[config.mk]
export PLATFORM = sky130hd
export DESIGN_NAME = posit_value_to_sum_es3
export DESIGN_NICKNAME = d
export VERILOG_FILES = /design/src/rtl/posit_value_to_sum_es3.sv
export SDC_FILE = /design/constraint.sdc
export NUM_CORES = 1
export LEC_CHECK = 0
export CAP_MARGIN = 20
export CORE_AREA = 2 2 97 99
export DETAILED_ROUTE_END_ITERATION = 8
export DIE_AREA = 0 0 99 101
export HOLD_SLACK_MARGIN = 0.05
export PLACE_DENSITY = 0.82
export SLEW_MARGIN = 30
export SYNTH_ARGS = -nofsm -noshare
export SYNTH_HDL_FRONTEND = slang
export SYNTH_SLANG_ARGS = --single-unit
export TNS_END_PERCENT = 10
[constraint.sdc]
create_clock -name clk -period 2.8 [get_ports clk]
set_input_delay 0.56 -clock clk [delete_from_list [all_inputs] [get_ports clk]]
set_output_delay 0.56 -clock clk [all_outputs]
set_load 0.005 [all_outputs]
[src/rtl/posit_value_to_sum_es3.sv]
// Widens an es3 posit `value` operand (9-bit scale, FBITS fraction) into the
// `value_product` accumulator format and queues it in a DEPTH-entry FIFO.
//   in1    = {sgn, scale[8:0], fraction[FBITS-1:0], inf, zero}
//   result = {sgn, scale[SW-1:0], fraction[ABITS-1:0], inf, zero}
module posit_value_to_sum_es3 #(
  parameter int DEPTH = 4,
  parameter int FBITS = 12,
  parameter int ABITS = 24,
  parameter int SW    = 12,
  localparam int IW   = FBITS + 12,
  localparam int OW   = SW + ABITS + 3,
  localparam int AW   = $clog2(DEPTH),
  localparam int CW   = AW + 1
) (
  input  logic          clk,
  input  logic          reset,
  input  logic          in_valid,
  output logic          in_ready,
  input  logic [IW-1:0] in1,
  output logic          out_valid,
  input  logic          out_ready,
  output logic [OW-1:0] result,
  output logic [CW-1:0] count
);

  logic [OW-1:0] mem_q [DEPTH];
  logic [AW-1:0] wr_q, wr_d, rd_q, rd_d;
  logic [CW-1:0] count_q, count_d;
  logic          push, pop;
  logic [OW-1:0] wdata;

  logic             in_sgn, in_inf, in_zero;
  logic [8:0]       in_scale;
  logic [FBITS-1:0] in_frac;

  assign in_sgn   = in1[IW-1];
  assign in_scale = in1[IW-2 -: 9];
  assign in_frac  = in1[FBITS+1:2];
  assign in_inf   = in1[1];
  assign in_zero  = in1[0];

  // Lossless widening: sign-extend scale, left-align fraction, flags verbatim.
  assign wdata = {in_sgn, {(SW-9){in_scale[8]}}, in_scale, in_frac,
                  {(ABITS-FBITS){1'b0}}, in_inf, in_zero};

  // Handshake outputs come from registered occupancy only.
  assign in_ready  = (count_q < CW'(DEPTH));
  assign out_valid = (count_q != '0);
  assign push      = in_valid && in_ready;
  assign pop       = out_valid && out_ready;
  assign result    = mem_q[rd_q];
  assign count     = count_q;

  always_comb begin
    wr_d    = wr_q;
    rd_d    = rd_q;
    count_d = count_q;
    if (push) wr_d = (wr_q == AW'(DEPTH-1)) ? '0 : wr_q + 1'b1;
    if (pop)  rd_d = (rd_q == AW'(DEPTH-1)) ? '0 : rd_q + 1'b1;
    if (push && !pop)      count_d = count_q + 1'b1;
    else if (pop && !push) count_d = count_q - 1'b1;
  end

  always_ff @(posedge clk) begin
    if (reset) begin
      for (int i = 0; i < DEPTH; i++) mem_q[i] <= '0;
      wr_q    <= '0;
      rd_q    <= '0;
      count_q <= '0;
    end else begin
      if (push) mem_q[wr_q] <= wdata;
      wr_q    <= wr_d;
      rd_q    <= rd_d;
      count_q <= count_d;
    end
  end

endmodule

## After elaboration in Yosys (flattened, before gate mapping)

Memory sizes are Yosys's and may differ from the RTL's. A register that Yosys moved wholly into a read port is not among the register bits.
Index checks and enable logic that the tools add are counted.
Widths: inputs -> output; s select.

| storage, ports and cells | value |
|---|---|
| register bits | 7 |
| memories | 1 |
| bits in writable memories | 108 |
| bits of input ports | 28 |

Memories:

| memory | depth | width | rd ports | clocked after Yosys merged registers in | write ports | line | source |
|---|---|---|---|---|---|---|---|
| mem_q | 4 | 27 | 1 | 1 | 4 | 26 | `logic [OW-1:0] mem_q [DEPTH];` |

| cells by class | value |
|---|---|
| eq/ne operators | 2 |
| reduce and logical (&&, ||, !) cells | 9 |
| mux-type cells | 14 |
| magnitude comparators | 1 |
| add/sub/neg operators | 4 |

Operator list:

| cell | count |
|---|---|
| $mux 27 | 1 |
| $reduce_or 27->1 | 1 |
| $mux 2 | 5 |
| $mux 1 | 6 |
| $mux 3 | 2 |
| $add 2x1->2 const B | 2 |
| $eq 2x2->1 const B | 2 |
| $logic_and 1x1->1 | 4 |
| $add 3x1->3 const B | 1 |
| $lt 3x3->1 const B | 1 |
| $reduce_bool 3->1 | 1 |
| $sub 3x1->3 const B | 1 |
| $logic_not 1->1 | 2 |
| $reduce_bool 2->1 | 1 |

## Longest topological paths before layout

| depth | value |
|---|---|
| word-level depth | 7 |
| depth in mapped cells | 9 |
| mapped depth without buffers | 7 |

## Least setup slack after synthesis

No wires, ideal clock.

| timing path | value |
|---|---|
| kind | input-to-reg |
| from | in in_valid |
| to | reg count_q[2], in the netlist count[2] |
| setup time | 0.070 ns |
| cell stages on the path | 8 |
| path buffers | 1 |
| data arrival time | 1.949 ns |
| required time | 2.730 ns |
| setup slack | 0.781 ns |
| path through | nor2b_1 -> buf_4 -> ha_1 -> inv_1 -> fa_1 -> xor2_1 -> or3_1 -> a21oi_1 |

| between the ends | value |
|---|---|
| word-level cells in the longest chain between the ends | 4 |
| elaborated cells between the ends (all ways) | 6 |
| those cells by class | mux: 1; reduce/logical: 5 |

Ends and longest elaborated chain:

| what | line | source |
|---|---|---|
| from (decl) | 17 | `input logic in_valid,` |
| $logic_and 1x1->1 * | 49 | `assign push = in_valid && in_ready;` |
| net push | 29 | `logic push, pop;` |
| $logic_not 1->1 | 61 | `else if (pop && !push) count_d = count_q - 1'b1;` |
| $logic_and 1x1->1 | 61 |  |
| $reduce_bool 2->1 (no line) | - |  |
| to (signal assigned) | 74 | `count_q <= count_d;` |
| to (decl) | 28 | `logic [CW-1:0] count_q, count_d;` |

Mark *: on every way through the listed nets, which the timed path passes. The rest lies on a longest branch.
A chain may end at the register's enable or synchronous reset.

==> impl_metrics.toml <==
[yosys]
synth_top_area_cell = "sky130_fd_sc_hd__edfxtp_1"
synth_cell_types = 30
ys_warn_count = 0
synth_sequential_area_ratio = 0.643
ys_top_cells_by_area = "sky130_fd_sc_hd__edfxtp_1 60%, sky130_fd_sc_hd__mux4_2 11%, sky130_fd_sc_hd__and2_1 11%, sky130_fd_sc_hd__dfxtp_1 3.8%, sky130_fd_sc_hd__buf_4 2.8%"
synthesis.instances = 294
postSynthRegisterBits = 105
post_synth.cell_area_avg_um2 = 16.2
synthFlopType = "sky130_fd_sc_hd__edfxtp_1"
synth_commonest_cells = "96 x sky130_fd_sc_hd__edfxtp_1, 86 x sky130_fd_sc_hd__and2_1, 24 x sky130_fd_sc_hd__mux4_2"
yosysTopAreaCellShare = 0.605
number_of_synthesized_flops_with_an_enable_pin = 96
synthMostInstantiatedCell = "sky130_fd_sc_hd__edfxtp_1"
postSynth.asyncResetShare = 0
synth_area_um2 = 4770

[critical_path]
worst_r2r_path_depth = 7
timing.setup.critical_path_class = "register to output pin"
crit_path_cell_trace = "buf_12 > mux4_2 > clkdlybuf4s50_1"
path_max_fanout = 10
cp_num_cells = 3
rrSetupSlack_ns = 0.60
path_delay_family = "buffers and inverters"
cp-end-kind = "output pin"
critPathArrivalTime_ns = 2.11
cpPeakStageDelay_ns = 0.56
path_buf_inv = 2
launching_point_of_the_worst_reg2reg_path = "count[2]"
critical_path.slowest_cell = "sky130_fd_sc_hd__mux4_2"
timing.critical_path.from_type = "register"
worst_ep_required_ns = 2.24
rr_endpoint = "count[2]"

[sta]
worst_slew_pin_slew_ns = 0.799
period_share = 0.955
maxSlewViolCount = 0
final_period_minus_worst_setup_slack_ns = 2.67
maxSlewHeadroom = 0.467
rsz0062_at_grt = "false"
timing.clock.skew_ns = 0.0147
setup-tns-final_ns = 0
timing.final.hold_violations = 0
maxClockFrequency_ghz = 0.374
setup_violations = 0

[floorplan]
row_count = 35
floorplan.die_area_um2 = 10000
initial_utilization = 0.531
die-height_um = 101
ios = 72
die_width_um = 99
core_footprint_um2 = 8980

[clock_network]
cts_tree = "yes"
cts_hold_buf = 0
clkSlewWorstSetupHoldPaths_ns = 0.09
buffer_depth_of_the_longest_clock_path = 2
number_of_clock_buffers_inserted_by_tritoncts = 9
clock_sink_count = 105
post-cts-setup-buffers = 0
cts_root_buffer = "sky130_fd_sc_hd__clkbuf_8"
clock_latency_late_sink_ns = 0.36
htreeDepth = 3
cts_resized = 0

[final_layout]
n_antenna_cell = 0
finish.net_count = 388
finalCoreUtilization = 0.630
share_of_post_route_cells_with_drive_strength_above_1 = 0.199
final.fill_count = 645
flow.area_growth_from_synthesis_pct = 18.7

[routing]
route.vias.total = 2490
route.antenna.remaining_nets = 0
drt_wl_total_um = 8620
drtIter0Drc = 80
drt-pass1-iter-count = 4
detail_route.wl_per_cell_um = 18.3
drc = 0
vias_per_cell = 5.28

[pwr]
worst_ir_drop_vdd_v = 0.000425
powerDensity_nw_per_um2 = 715
leakage_uw = 0.00207

[grt]
grt_util_all_layers = 0.179
first_pass_grt_wire_length_um = 13300
gr-total-overflow = 0
initial_antenna_violation_count = 0
first_global_vias = 2574
grt_max_degree = 25

[run_status]
outcome = "finished, final reports clean"

[min_path]
hold_start = "rd_q[0]"
hp-class = "register to register"
min_delay_path_depth = 2

[placed_design]
gp_routability_congestion = 0.718
hpwl_um = 5440
io_buffer_count = 59

[run]
drv_cap = 0
## per-stage QoR
step | setup WS (ns) | power [uW] | hold WS, ns | area (um2) | std cells
global route | 0.00362 | 4220 | 0.531 | 5660 | 472
CTS | 0.0846 | 4090 | 0.495 | 5660 | 472
finish | 0.126 | 4040 | 0.492 | 5660 | 472
floorplan | 0.781 | 2640 | 0.463 | 4810 | 305
global placement | 0.271 | 3120 | 0.466 | 5460 | 456
detailed placement | 0.213 | 3150 | 0.490 | 5460 | 456
## registers in the layout, indices dropped and copies added (netlist names), named ones only
name   cells
count      3
mem_q     96
rd_q       2
wr_q       2
## kinds of logic after synthesis
logic type,Yosys count,share of synthesized area
and+or+nand+nor,115,0.162
DFF,105,0.643
buffers and inverters,34,0.0475
muxes,28,0.122
AOI/OAI and AO/OA,5,0.00945
adders and majority gates,4,0.0121
xor gates and xnor gates,2,0.00368
other,1,0.000787
## final cells by class
type	count	area (um2)	area share
flip-flops and latches	105	3060	0.542
multi-input cells	166	1520	0.269
repair buffers	72	726	0.128
well taps	111	139	0.0246
clock buffers	10	128	0.0226
clock inverters	6	73.8	0.0131
inverters	2	7.51	0.00133
## power breakdown
part / internal (uW) / switching [uW] / leakage (uW) / total, uW
clock network: 425 / 523 / 0.0000950 / 949
logic: 676 / 402 / 0.000907 / 1080
registers: 1900 / 118 / 0.00107 / 2020
## metal layers
metal | vias up | part of all wire | global-route usage
met2 | 62 | 0.53 | 0.319
li1 | 1165 | - | -
met1 | 1253 | 0.41 | 0.221
met4 | 0 | 0.013 | 0.0601
met3 | 10 | 0.047 | 0.0347
met5 | - | 0 | 0
## tightest hold or removal path: cells and delay by family, from the launching register on
kind | cells | cell delay, ns
flops | 1 | 0.33
compound gates | 1 | 0.07
simple gates | 1 | 0.06
## how the worst max path moves through the flow
stage	start	end	slack (ns)
final	register	result[35]	0.13
after global routing	register	result[36]	0.004
after CTS	register	result[35]	0.08
after detailed placement	in_valid	count[2]	0.21
after global placement	in_valid	count[2]	0.27
after floorplan	in_valid	count[2]	0.78
## layout by cell type, fill, tap and decap left out, types with 2 or more instances in the layout
cell	instances
sky130_fd_sc_hd__or3_1	3
sky130_fd_sc_hd__ha_1	3
sky130_fd_sc_hd__mux2i_1	4
sky130_fd_sc_hd__inv_1	2
sky130_fd_sc_hd__and2_2	10
sky130_fd_sc_hd__edfxtp_1	96
sky130_fd_sc_hd__conb_1	12
sky130_fd_sc_hd__or2_2	3
sky130_fd_sc_hd__nor2_1	6
sky130_fd_sc_hd__buf_12	3
sky130_fd_sc_hd__clkdlybuf4s50_1	59
sky130_fd_sc_hd__nor4b_4	2
sky130_fd_sc_hd__mux4_2	24
sky130_fd_sc_hd__buf_4	10
sky130_fd_sc_hd__a21oi_1	2
sky130_fd_sc_hd__xor2_1	2
sky130_fd_sc_hd__clkinvlp_4	2
sky130_fd_sc_hd__dfxtp_1	8
sky130_fd_sc_hd__clkbuf_8	9
sky130_fd_sc_hd__and2_1	86
Power figures use the tool's default switching activity.
